$ cat config.mk
export PLATFORM = sky130hd
export DESIGN_NAME = reservation_station
export DESIGN_NICKNAME = d
export VERILOG_FILES = /design/src/rtl/reservation_station.sv
export SDC_FILE = /design/constraint.sdc
export NUM_CORES = 1
export LEC_CHECK = 0
export CAP_MARGIN = 10
export CORE_MARGIN = 5
export CORE_UTILIZATION = 59
export CTS_BUF_LIST = sky130_fd_sc_hd__clkbuf_4
export DETAILED_ROUTE_END_ITERATION = 7
export PLACE_DENSITY = 0.83
export SLEW_MARGIN = 10
export SYNTH_ARGS = -nofsm -noshare
export SYNTH_HDL_FRONTEND = slang
export SYNTH_SLANG_ARGS = --single-unit
$ cat constraint.sdc
create_clock -name clk -period 5.1 [get_ports clk]
set_input_delay 0.765 -clock clk [delete_from_list [all_inputs] [get_ports clk]]
set_output_delay 0.765 -clock clk [all_outputs]
set_load 0.05 [all_outputs]
$ cat src/rtl/reservation_station.sv
// rtl/reservation_station.sv - ALU reservation station: operand wakeup, lowest-index issue
module reservation_station #(
  parameter int         RS_SIZE = 4,
  parameter logic [4:0] NONE_OP = 5'b11111
) (
  input  logic        clk,
  input  logic        rst,
  input  logic [4:0]  op_in,
  input  logic [31:0] value1_in,
  input  logic [31:0] value2_in,
  input  logic [2:0]  query1_in,
  input  logic [2:0]  query2_in,
  input  logic [31:0] imm_in,
  input  logic [2:0]  target_in,
  input  logic [2:0]  alu_num,
  input  logic [31:0] alu_value,
  input  logic [2:0]  mem_num,
  input  logic [31:0] mem_value,
  output logic        rs_full,
  output logic [4:0]  alu_op,
  output logic [31:0] alu_a,
  output logic [31:0] alu_b,
  output logic [31:0] alu_imm,
  output logic [2:0]  alu_dest,
  output logic        overflow
);
  localparam int IW = (RS_SIZE > 1) ? $clog2(RS_SIZE) : 1;
  localparam int CW = $clog2(RS_SIZE + 1);

  logic [RS_SIZE-1:0] valid;
  logic [4:0]         op_q   [RS_SIZE];
  logic [31:0]        v1_q   [RS_SIZE];
  logic [31:0]        v2_q   [RS_SIZE];
  logic [31:0]        imm_q  [RS_SIZE];
  logic [2:0]         q1_q   [RS_SIZE];
  logic [2:0]         q2_q   [RS_SIZE];
  logic [2:0]         dest_q [RS_SIZE];

  logic               accept;
  logic               iss_hit;
  logic [IW-1:0]      iss_idx;
  logic               alloc_hit;
  logic [IW-1:0]      alloc_idx;
  logic [RS_SIZE-1:0] free_vec;
  logic [CW-1:0]      occ;
  logic [CW-1:0]      next_occ;
  logic               full_next;
  logic [31:0]        in_v1;
  logic [31:0]        in_v2;
  logic [2:0]         in_q1;
  logic [2:0]         in_q2;

  always_comb begin
    accept = (op_in <= 5'd13) || (op_in == 5'd17) || (op_in == 5'd26) || (op_in == 5'd27);
  end

  // Descending scans leave the lowest matching index selected.
  always_comb begin
    iss_hit = 1'b0;
    iss_idx = '0;
    for (int i = RS_SIZE - 1; i >= 0; i--) begin
      if (valid[i] && q1_q[i] == 3'd0 && q2_q[i] == 3'd0) begin
        iss_hit = 1'b1;
        iss_idx = IW'(i);
      end
    end
  end

  always_comb begin
    free_vec = ~valid;
    if (iss_hit) free_vec[iss_idx] = 1'b1;
    alloc_hit = 1'b0;
    alloc_idx = '0;
    for (int i = RS_SIZE - 1; i >= 0; i--) begin
      if (free_vec[i]) begin
        alloc_hit = 1'b1;
        alloc_idx = IW'(i);
      end
    end
  end

  always_comb begin
    occ = '0;
    for (int i = 0; i < RS_SIZE; i++) occ = occ + CW'(valid[i]);
    next_occ  = occ - CW'(iss_hit) + CW'(accept && alloc_hit);
    full_next = (CW'(RS_SIZE) - next_occ) <= CW'(1);
  end

  // Same-cycle broadcast bypass for the dispatched operands; ALU bus has priority.
  always_comb begin
    in_v1 = value1_in;
    in_q1 = query1_in;
    if (query1_in != 3'd0 && query1_in == alu_num) begin
      in_v1 = alu_value;
      in_q1 = 3'd0;
    end else if (query1_in != 3'd0 && query1_in == mem_num) begin
      in_v1 = mem_value;
      in_q1 = 3'd0;
    end
    in_v2 = value2_in;
    in_q2 = query2_in;
    if (query2_in != 3'd0 && query2_in == alu_num) begin
      in_v2 = alu_value;
      in_q2 = 3'd0;
    end else if (query2_in != 3'd0 && query2_in == mem_num) begin
      in_v2 = mem_value;
      in_q2 = 3'd0;
    end
  end

  always_ff @(posedge clk) begin
    if (rst) begin
      valid    <= '0;
      rs_full  <= 1'b0;
      overflow <= 1'b0;
      alu_op   <= NONE_OP;
      alu_a    <= '0;
      alu_b    <= '0;
      alu_imm  <= '0;
      alu_dest <= '0;
    end else begin
      for (int i = 0; i < RS_SIZE; i++) begin
        if (valid[i] && q1_q[i] != 3'd0) begin
          if (q1_q[i] == alu_num) begin
            v1_q[i] <= alu_value;
            q1_q[i] <= 3'd0;
          end else if (q1_q[i] == mem_num) begin
            v1_q[i] <= mem_value;
            q1_q[i] <= 3'd0;
          end
        end
        if (valid[i] && q2_q[i] != 3'd0) begin
          if (q2_q[i] == alu_num) begin
            v2_q[i] <= alu_value;
            q2_q[i] <= 3'd0;
          end else if (q2_q[i] == mem_num) begin
            v2_q[i] <= mem_value;
            q2_q[i] <= 3'd0;
          end
        end
      end
      if (iss_hit) begin
        alu_op          <= op_q[iss_idx];
        alu_a           <= v1_q[iss_idx];
        alu_b           <= v2_q[iss_idx];
        alu_imm         <= imm_q[iss_idx];
        alu_dest        <= dest_q[iss_idx];
        valid[iss_idx]  <= 1'b0;
      end else begin
        alu_op   <= NONE_OP;
        alu_dest <= 3'd0;
      end
      // Allocation comes last so a slot freed by this edge's issue can be refilled.
      if (accept) begin
        if (alloc_hit) begin
          valid[alloc_idx]  <= 1'b1;
          op_q[alloc_idx]   <= op_in;
          v1_q[alloc_idx]   <= in_v1;
          q1_q[alloc_idx]   <= in_q1;
          v2_q[alloc_idx]   <= in_v2;
          q2_q[alloc_idx]   <= in_q2;
          imm_q[alloc_idx]  <= imm_in;
          dest_q[alloc_idx] <= target_in;
        end else begin
          overflow <= 1'b1;
        end
      end
      rs_full <= full_next;
    end
  end
endmodule

; Yosys cells after proc, flatten, opt, wreduce, memory -nomap -nowiden
; Memory sizes are Yosys's and may differ from the RTL's. A register that Yosys moved wholly into a read port is not among the register bits.
; Index checks and enable logic that the tools add are counted.
[op_classes]
n_lt_le_gt_ge = 6
muxes = 125
eq_ne = 23
n_addsub = 6
bitwise = 23
reduce_logical = 46
[ops]
columns = op, n
row1 = 32-bit 2-to-1 mux, 12
row2 = 1-bit 2-to-1 mux, 86
row3 = 3-bit == test, 20
row4 = 3-bit 2-to-1 mux, 12
row5 = 3-bit nonzero test, 10
row6 = 3-bit logical NOT, 8
row7 = 1-bit logical AND, 23
row8 = 4-bit 2-to-1 mux, 5
row9 = 2-bit 2-to-1 mux, 8
row10 = 1-bit bitwise OR, 16
row11 = 5-bit == test (second input constant), 3
row12 = 4-bit inverter, 2
row13 = 4-bit bitwise OR, 2
row14 = 3-bit by 1-bit adder with 3-bit output, 2
row15 = 2-bit by 3-bit less-than comparator with 1-bit output (second input constant), 2
row16 = 5-bit by 4-bit <= comparator with 1-bit output (second input constant), 1
row17 = 4-bit AND, 1
row18 = 1-bit demux with 2-bit select, 2
row19 = 2-bit by 1-bit greater-or-equal comparator with 1-bit output (second input constant), 2
row20 = 2-bit by 1-bit adder with 3-bit output, 1
row21 = 3-bit by 1-bit <= comparator with 1-bit output (second input constant), 1
row22 = 1-bit logical OR, 3
row23 = 3-bit by 1-bit subtractor with 3-bit output, 1
row24 = 3-bit subtractor (first input constant), 1
row25 = 4 further kinds, 5
[totals]
n_memories = 7
elab_cells = 239
ff_bits = 6
mem_bits_rw = 440
out_inout_bits = 106
[mem_list]
columns = name, depth, width, rd, rd_ports_with_merged_regs, wr, line_no
row1 = imm_q, 4, 32, 1, 1, 1, 34  ; logic [31:0] imm_q [RS_SIZE];
row2 = v1_q, 4, 32, 1, 1, 5, 32  ; logic [31:0] v1_q [RS_SIZE];
row3 = v2_q, 4, 32, 1, 1, 5, 33  ; logic [31:0] v2_q [RS_SIZE];
row4 = op_q, 4, 5, 1, 1, 1, 31  ; logic [4:0] op_q [RS_SIZE];
row5 = dest_q, 4, 3, 1, 1, 1, 37  ; logic [2:0] dest_q [RS_SIZE];
row6 = q1_q, 4, 3, 4, 0, 5, 35  ; logic [2:0] q1_q [RS_SIZE];
row7 = +1 memories, n/a, n/a, n/a, n/a, n/a, n/a

; Longest topological paths before layout
; Gate-level depths: netlist (run 1).
[logic_depth]
depth_word = 24
ltp_mapped = 13
depth_no_buf = 11

; Worst setup path before layout (run 1)
; No wires, ideal clock.
[synth_timing]
path_kind = input -> register
start = input port mem_num[1]
end = memory q1_q[0][0] (enable)
slack_ps = 573
arrival_ps = 4047
required_time_ps = 4620
cell_stages = 5
n_path_buf = 1
cell_sequence = buf_2 > xor2_1 > nor3_1 > a31oi_1 > o31ai_1
[synth_rtl]
columns = item, line_no
row1 = "start, declared", 17  ; input logic [2:0] mem_num,
row2 = "end, declared", 35

==> impl_metrics.env, run 1 <==
export IMPL_outcome="completed"
export IMPL_dp_hpwl_um=46600
export IMPL_max_freq_mhz=257
export IMPL_p_switching_mw=2.43
export IMPL_cts_tree="done"
export IMPL_rows=78
export IMPL_power_frac_comb_pct=10.3
export IMPL_cp_top_family="simple AND/OR/NAND/NOR gates"
export IMPL_utilization_pct=70.9
export IMPL_netlist_instances=2151
export IMPL_fin_skew_ps=47.9
export IMPL_synth_area_sq_um=27200
export IMPL_synth_fp_nets=2338
export IMPL_grt_antenna_before_repair=3
export IMPL_totalWireLength_um=79700
export IMPL_swShare_pct=24.4
export IMPL_required_ps=5580
export IMPL_syn_to_final_growth_pct=18.7
export IMPL_maxSlewHeadroom_pct=19.6
export IMPL_synth_edf_count=440
export IMPL_min_period_ps=3890
export IMPL_cts_repair_resized=0
export IMPL_fin_crit_sh_pct=76.3
export IMPL_synth_ff_type="edfxtp_1"
export IMPL_fillerInstances=3120
export IMPL_worstMarginPinSlew_ps=1210
export IMPL_final_cell_mix="mux2i_1, edfxtp_1, clkdlybuf4s50_1"
export IMPL_gp_congestion=0.846
export IMPL_cts_setup_buffers=0
export IMPL_coreArea_sq_um=45500
export IMPL_finalHoldViolations=0
export IMPL_grt_usage_pct=30.4
export IMPL_worst_ep_arrival_time_ps=4370
export IMPL_grt_pass1_wl_um=119000
export IMPL_drcViolationCount=0
export IMPL_cts_buffers=143
export IMPL_worst_setup_hold_path_clk_slew_ps=60
export IMPL_seqPwrFrac_pct=50.4
export IMPL_end_kind="flip-flop"
export IMPL_nNetsFinal=2594
export IMPL_holdCritPathClass="reg2reg"
export IMPL_synth_area_leaders="edfxtp_1, mux2i_1, dfxtp_1, o221ai_1, nand2_1"
export IMPL_ir_drop_mv=0.223
export IMPL_die_y_um=225
export IMPL_port_buffers=287
export IMPL_crit_buf_inv=1
export IMPL_final_common_cell="mux2i_1"
export IMPL_clockPowerShare_pct=39.3
export IMPL_setup_viol=0
export IMPL_die_area_sq_um=50400
export IMPL_synth_top_area_share_pct=48.6
export IMPL_cts_max_level=4
export IMPL_rsz0062_at_grt="false"
export IMPL_p_int_mw=7.55
export IMPL_start_util_pct=59.7
export IMPL_clkLatencyLatePin_ps=830
export IMPL_setup_tns_ps=0
export IMPL_power_density_nw_per_um2=309
export IMPL_dr_pass1_iters=5
export IMPL_drv_cap=0
export IMPL_fp_dieW_um=225
export IMPL_crit_chain="nor3_1, nand2_1, o31ai_1, nand2b_4, nand2_2, buf_4"
export IMPL_antenna_left=0
export IMPL_grt_overflow=0
export IMPL_vias_per_cell=6.45
export IMPL_detail_route_iter0_violations=2019
export IMPL_clk_path_buf_depth=3
export IMPL_ys_types=42
export IMPL_cp_max_fo=26
export IMPL_leakagePower_nw=15.0
export IMPL_ctsHoldBuffers=0
export IMPL_avgSynthCellArea_sq_um=12.6
export IMPL_drv_slew=0
export IMPL_ios=288
export IMPL_synth_seq_cells=550
export IMPL_startpoint_type="flip-flop"
export IMPL_ys_seq_area_share_pct=56.7
export IMPL_rrSetupSlack_ps=1210
export IMPL_yosysTopAreaCell="edfxtp_1"
export IMPL_slowest_delay_ps=730
export IMPL_cp_slowest_cell="nand2_2"
export IMPL_layout_drive_gt1_share_pct=14.3
export IMPL_num_vias=20113
export IMPL_root_buffer="clkbuf_4"
export IMPL_crit_type="reg2reg"
export IMPL_grt_max_degree=79
export IMPL_async_flop_share_pct=0
export IMPL_cts_sinks=550
export IMPL_yosys_warnings=0
export IMPL_wire_per_inst_um=25.5
export IMPL_grt_pass1_vias=20788
## path summary, 6_finish.rpt
kind | startpoint | endpoint | cells past startpoint
max reg2reg | q1_q[2][0] | v2_q[2][2] | 6
min reg2reg | op_q[0][1] | alu_op[1] | 2
max | q1_q[2][0] | v2_q[2][2] | 6
min | op_q[0][1] | alu_op[1] | 2
## flip-flops by register name, indices dropped and copies added, names as in the netlist
signal / count
dest_q: 12
alu_b: 32
alu_a: 32
alu_op: 5
overflow: 1
imm_q: 128
q2_q: 12
v1_q: 128
valid: 4
op_q: 20
alu_imm: 32
alu_dest: 3
v2_q: 128
q1_q: 12
rs_full: 1
## per-stage QoR
step                setup WS, ps  instances  hold WS [ps]  total power [mW]  area, sq um
floorplan                    573       2151           418              5.74        27200
global placement            1020       2861           432              6.09        30400
detailed placement           992       2861           450              6.13        30400
CTS                         1270       3116           468              10.0        32200
global route                1030       3119           478              10.4        32300
finish                      1210       3120           461              9.98        32300
## per-layer routing
| layer | wire length, um | vias up | share of wire (%) | track usage [%] |
|---|---|---|---|---|
| met5 | 13 | - | 0.016 | 0 |
| met4 | 3180 | 2 | 4.0 | 13.2 |
| met3 | 7390 | 241 | 9.3 | 6.37 |
| met2 | 38300 | 1133 | 48 | 50.4 |
| met1 | 30800 | 9973 | 39 | 39.2 |
| li1 | - | 8764 | - | - |
## synth_stat cells (2+ instances only)
cell / instances
a211o_1: 2
a211oi_1: 4
a21o_1: 3
a21oi_1: 10
a22oi_1: 3
a31oi_1: 98
and3_1: 4
buf_1: 28
buf_2: 47
buf_6: 9
clkbuf_1: 140
dfxtp_1: 110
edfxtp_1: 440
fa_1: 2
ha_1: 3
inv_1: 9
mux2_1: 31
mux2_2: 33
mux2i_1: 576
nand2_1: 214
nand2b_1: 5
nand3_1: 17
nand3b_1: 12
nor2_1: 41
nor3_1: 24
nor3_2: 2
nor4_4: 2
nor4b_1: 2
o21ai_0: 105
o221ai_1: 101
o31ai_1: 4
or3_1: 3
xnor2_1: 6
xor2_1: 53
## final cells by class
cell class | instances | area (sq um) | share of cell area (%)
multi-input combinational | 1368 | 10900 | 33.7
clock inverter | 17 | 95.1 | 0.295
tap | 600 | 751 | 2.33
sequential | 550 | 15400 | 47.8
antenna | 3 | 7.51 | 0.0233
inverter | 9 | 35.0 | 0.109
clock buffer | 238 | 1790 | 5.54
timing repair buffer | 335 | 3280 | 10.2
## cells by family after synthesis
group           share of synthesized area, %
flops                                   56.7
compound gates                          8.28
mux                                     23.9
buf+inv                                 3.68
xor+xnor                                1.90
fa+ha+maj                              0.286
simple gates                            5.24
## worst min-delay path, cell delays in order, from the launching register on
cell	delay [ps]
edfxtp_1	330
nand2_1	50
nand3_1	60
## power groups by stage
stage	logic, mW	clock network (mW)	registers [mW]
after detailed placement	1.01	0	5.12
final	1.03	3.92	5.03
after global placement	0.974	0	5.12
after CTS	1.02	3.98	5.03
after global routing	1.10	4.24	5.03
after floorplan	0.578	0	5.16
No activity file was read; power rests on OpenSTA's default activity.
==> run 2: changes to the inputs <==
==> constraint.sdc (replaced) <==
create_clock -name clk -period 4 [get_ports clk]
set_input_delay 0.6 -clock clk [delete_from_list [all_inputs] [get_ports clk]]
set_output_delay 0.6 -clock clk [all_outputs]
set_load 0.05 [all_outputs]
==> run 2 against run 1 <==
  * Final area up 1.5%
  * Die area stayed put
  * Cell count increased by 0.71%
  * Fmax grew 13%
  * Sequential share of layout area down 0.69 points
  * Critical endpoint is now rs_full
  * Critical path type unchanged
  * Largest cell class unchanged
==> impl_metrics.env, run 2 (synthesized netlist as in run 1, its figures left out) <==
export IMPL_fin_skew_ps=47.6
export IMPL_die_y_um=225
export IMPL_dr_wl_met3_um=7650
export IMPL_ios=288
export IMPL_detail_route_iter0_violations=1995
export IMPL_rsz0062_at_grt="false"
export IMPL_cts_sinks=550
export IMPL_worst_ep_arrival_time_ps=4200
export IMPL_final_area_sq_um=32700
export IMPL_outcome="completed"
export IMPL_top_regs="imm_q x128, v1_q x128, v2_q x128"
export IMPL_holdCritStartpoint="imm_in[16]"
export IMPL_worst_setup_hold_path_clk_slew_ps=70
export IMPL_setup_viol=0
export IMPL_dp_hpwl_um=47800
export IMPL_syn_to_final_growth_pct=20.5
export IMPL_die_area_sq_um=50400
export IMPL_gp_congestion=0.826
export IMPL_max_freq_mhz=290
export IMPL_leakagePower_nw=15.1
export IMPL_r2r_end="rs_full"
export IMPL_cts_max_level=4
export IMPL_min_delay_path_depth=1
export IMPL_top_layer_used="met5"
export IMPL_required_ps=4750
export IMPL_rows=78
export IMPL_holdWs_ps=382
export IMPL_wire_per_inst_um=25.8
export IMPL_clkLatencyLatePin_ps=860
export IMPL_wl_met1_um=30400
export IMPL_totalWireLength_um=81000
export IMPL_final_common_cell="mux2i_1"
export IMPL_num_vias=20232
export IMPL_fin_crit_sh_pct=86.3
export IMPL_port_buffers=287
export IMPL_wl_met2_um=39400
export IMPL_grt_usage_pct=31.1
export IMPL_holdCritPathClass="in2reg"
export IMPL_clk_path_buf_depth=3
export IMPL_grt_pass1_wl_um=122000
export IMPL_cts_tree="done"
export IMPL_utilization_pct=72.0
export IMPL_ctsHoldBuffers=0
export IMPL_hold_end="imm_q[0][16]"
export IMPL_drcViolationCount=0
export IMPL_dpl_instance_area_sq_um=30700
export IMPL_dp_cells=2875
export IMPL_grt_antenna_before_repair=8
export IMPL_crit_type="reg2reg"
export IMPL_rr_startpoint="q2_q[0][0]"
export IMPL_finalHoldViolations=0
export IMPL_grt_overflow=0
export IMPL_cts_setup_buffers=0
export IMPL_rrSetupSlack_ps=550
export IMPL_dr_pass1_iters=6
export IMPL_maxSlewHeadroom_pct=27.6
export IMPL_grt_pass1_vias=21522
export IMPL_layout_drive_gt1_share_pct=14.5
export IMPL_drv_cap=0
export IMPL_nNetsFinal=2606
export IMPL_cp_max_fo=7
export IMPL_power_density_nw_per_um2=400
export IMPL_end_kind="flip-flop"
export IMPL_startpoint_type="flip-flop"
export IMPL_antenna_left=0
export IMPL_ir_drop_mv=0.244
export IMPL_vias_per_cell=6.44
export IMPL_root_buffer="clkbuf_4"
export IMPL_cts_buffers=142
export IMPL_drv_slew=0
export IMPL_stdcell_count=3142
export IMPL_min_period_ps=3450
export IMPL_ff2ff_path_depth=11
export IMPL_setup_tns_ps=0
export IMPL_final_cell_mix="mux2i_1, edfxtp_1, clkdlybuf4s50_1"
export IMPL_fp_dieW_um=225
export IMPL_start_util_pct=59.7
export IMPL_grt_max_degree=85
export IMPL_worstMarginPinSlew_ps=1090
export IMPL_cts_repair_resized=0
export IMPL_coreArea_sq_um=45500
==> run 2: cell count changes in the layout (fill, tap and decap cells not counted), sizes merged <==
cell	before	now
diode	3	11
bufinv	1	7
clkbuf	238	229
clkinv	14	17
clkinvlp	0	1
buf	48	61
==> run 2: worst max path at each step <==
| stage | end | start | cells past startpoint |
|---|---|---|---|
| 4_1_cts | rs_full | q2_q[0][0] | 11 |
| 6_report | rs_full | q2_q[0][0] | 11 |
| 2_1_floorplan | q1_q[0][0] | mem_num[1] | 5 |
| 3_3_place_gp | v1_q[3][10] | op_in[2] | 7 |
| 3_5_place_dp | v2_q[3][8] | op_in[2] | 7 |
| 5_1_grt | rs_full | q2_q[0][0] | 11 |
==> run 2: cell type report <==
class	count	area, sq um
diodes	11	27.5
clock buffers	229	1720
clock inverters	27	290
fillers	3059	12700
inverters	9	36.3
multi-input cells	1368	10900
flip-flops and latches	550	15400
well taps	600	751
repair buffers	348	3610
==> run 2: stage by stage <==
stage | setup WS, ps | total power, mW
2_1_floorplan | 722 | 7.32
3_3_place_gp | 463 | 7.80
3_5_place_dp | 380 | 7.85
4_1_cts | 568 | 13.1
5_1_grt | 345 | 13.6
6_report | 550 | 13.1
==> run 2: where the power goes <==
| group | leakage [nW] | internal, mW | switching [mW] |
|---|---|---|---|
| clock network | 1.20 | 3.03 | 2.30 |
| logic | 9.03 | 0.557 | 0.791 |
| registers | 4.92 | 6.35 | 0.0527 |
==> run 2: critical path: stages, from the launching register on <==
cell	delay (ps)
edfxtp_1	450
nor3_2	450
and3_1	480
o211ai_1	160
a211oi_1	270
nor2_1	90
fa_1	490
inv_1	50
fa_1	420
ha_1	230
xor2_1	160
nor3_1	110
==> run 2: routing by layer <==
metal  vias to the layer above  global-route usage [%]
li1                       8790                       -
met1                      9958                    39.0
met2                      1209                    51.8
met3                       273                    6.94
met4                         2                    14.7
met5                         -                       0
==> run 3: changes to the inputs <==
--- a/config.mk
+++ b/config.mk
@@ -11,6 +11,7 @@
 export CTS_BUF_LIST = sky130_fd_sc_hd__clkbuf_4
 export DETAILED_ROUTE_END_ITERATION = 7
 export PLACE_DENSITY = 0.83
+export RECOVER_POWER = 25
 export SLEW_MARGIN = 10
 export SYNTH_ARGS = -nofsm -noshare
 export SYNTH_HDL_FRONTEND = slang
==> run 3 against run 2 <==
  * The run now ends with max-capacitance violations, max-slew violations left
  * Clock-buffer cell count did not move
  * Sequential power barely moved
  * Clock skew fell by 2.3 ps
  * Die area stayed put
  * Highest routed layer unchanged
  * Clock power hardly changed
  * Critical path depth down 4
  * Final area down 0.19%
  * First-iteration DRC count decreased by 1.5%
  * Global-route usage is the same
  * Core utilization down 0.13 points
  * Critical path type unchanged
==> impl_metrics.env, run 3 (synthesized netlist as in run 1, its figures left out) <==
export IMPL_ctsHoldBuffers=0
export IMPL_dr_pass1_iters=6
export IMPL_grt_pass1_vias=21522
export IMPL_stdcell_count=3142
export IMPL_rsz0062_at_grt="false"
export IMPL_nNetsFinal=2606
export IMPL_layout_drive_gt1_share_pct=14.2
export IMPL_leakagePower_nw=15.2
export IMPL_cts_max_level=4
export IMPL_worstMarginPinSlew_ps=1900
export IMPL_grt_pass1_wl_um=122000
export IMPL_fin_crit_sh_pct=86.9
export IMPL_fp_dieW_um=225
export IMPL_top_regs="imm_q x128, v1_q x128, v2_q x128"
export IMPL_num_vias=20288
export IMPL_ir_drop_mv=0.242
export IMPL_rows=78
export IMPL_seqPwrFrac_pct=48.9
export IMPL_port_buffers=287
export IMPL_cts_tree="done"
export IMPL_drcViolationCount=0
export IMPL_swShare_pct=24.1
export IMPL_clockPowerShare_pct=40.8
export IMPL_finalHoldViolations=0
export IMPL_required_ps=4430
export IMPL_dp_cells=2875
export IMPL_cts_setup_buffers=0
export IMPL_coreArea_sq_um=45500
export IMPL_totalWireLength_um=81100
export IMPL_antenna_left=0
export IMPL_worst_ep_arrival_time_ps=3910
export IMPL_fin_skew_ps=45.3
export IMPL_drv_cap=1
export IMPL_worst_setup_hold_path_clk_slew_ps=70
export IMPL_start_util_pct=59.7
export IMPL_grt_antenna_before_repair=9
export IMPL_die_y_um=225
export IMPL_cts_buffers=142
export IMPL_final_common_cell="mux2i_1"
export IMPL_p_int_mw=9.94
export IMPL_seq_area_sq_um=15400
export IMPL_cp_max_fo=40
export IMPL_fillerInstances=3070
export IMPL_holdCritPathClass="in2reg"
export IMPL_power_frac_comb_pct=10.2
export IMPL_clk_path_buf_depth=3
export IMPL_p_switching_mw=3.16
export IMPL_root_buffer="clkbuf_4"
export IMPL_final_cell_mix="mux2i_1, edfxtp_1, clkbuf_4"
export IMPL_violations="max-capacitance violations, max-slew violations"
export IMPL_ios=288
export IMPL_drv_slew=28
export IMPL_gp_congestion=0.826
export IMPL_die_area_sq_um=50400
export IMPL_outcome="complete, but fails checks"
export IMPL_multi_input_area_sq_um=10900
export IMPL_power_density_nw_per_um2=401
export IMPL_maxSlewHeadroom_pct=-26.6
export IMPL_grt_max_degree=85
export IMPL_detail_route_iter0_violations=1965
export IMPL_cts_sinks=550
export IMPL_startpoint_type="flip-flop"
export IMPL_wire_per_inst_um=25.8
export IMPL_clkLatencyLatePin_ps=860
export IMPL_cts_repair_resized=0
export IMPL_setup_viol=0
export IMPL_end_kind="flip-flop"
export IMPL_min_period_ps=3470
export IMPL_max_freq_mhz=288
export IMPL_syn_to_final_growth_pct=20.2
export IMPL_crit_type="reg2reg"
export IMPL_vias_per_cell=6.46
export IMPL_dp_hpwl_um=47800
export IMPL_grt_usage_pct=31.1
export IMPL_grt_overflow=0
export IMPL_setup_tns_ps=0
==> run 3: cell types whose count changed in the layout (fill, tap and decap cells not counted), moves of 2 or more <==
cell             change
buf_12               -2
dlygate4sd3_1       +70
buf_4                -3
clkdlybuf4s50_1     -70
clkbuf_2             +2
clkbuf_1             +3
==> run 3: path summary, 6_finish.rpt <==
check,endpoint,startpoint,slack (ps),depth (start not counted)
setup / recovery,imm_q[2][12],q1_q[2][0],530,7
hold / removal,imm_q[0][16],imm_in[16],450,1
setup reg to reg,imm_q[2][12],q1_q[2][0],530,7
hold reg to reg,alu_op[3],op_q[0][3],460,2
==> run 3: routing by layer <==
metal | routed length, um | track usage [%] | vias up | part of all wire, %
li1 | - | - | 8797 | -
met1 | 30300 | 39.0 | 9993 | 37
met2 | 39600 | 51.8 | 1236 | 49
met3 | 7800 | 6.94 | 258 | 9.6
met4 | 3400 | 14.7 | 4 | 4.2
met5 | 21 | 0 | - | 0.026
==> run 3: metrics by stage <==
| step | util (%) | setup WS (ps) | cell area (sq um) | hold slack, ps | power [mW] |
|---|---|---|---|---|---|
| 6_report | 71.8 | 525 | 32700 | 450 | 13.1 |
| 5_1_grt | 71.8 | 283 | 32700 | 404 | 13.6 |
| 4_1_cts | 71.9 | 568 | 32700 | 314 | 13.1 |
| 3_5_place_dp | 67.5 | 380 | 30700 | 436 | 7.85 |
| 3_3_place_gp | 67.5 | 463 | 30700 | 424 | 7.80 |
| 2_1_floorplan | - | 722 | 27200 | 418 | 7.32 |
==> run 3: area by class of cell <==
cell class | count | share of cell area (%)
flip-flops and latches | 550 | 47.2
multi-input cells | 1368 | 33.3
repair buffers | 348 | 10.9
clock buffers | 229 | 5.26
well taps | 600 | 2.30
clock inverters | 27 | 0.888
inverters | 9 | 0.111
diodes | 11 | 0.0843
==> run 3: power groups by stage <==
stage	clock network (mW)	registers [mW]	logic (mW)
floorplan	0	6.58	0.739
CTS	5.40	6.41	1.34
finish	5.35	6.41	1.34
detailed placement	0	6.53	1.32
global placement	0	6.52	1.28
global route	5.72	6.41	1.43
==> run 3: worst max-delay path, cell delays in order (launching register included) <==
cell and delay (ps):
edfxtp_1 450, nor3_1 580, nand2_1 270, o31ai_1 280, clkbuf_1 200, nand2b_1 280
clkinv_1 100, clkbuf_2 870
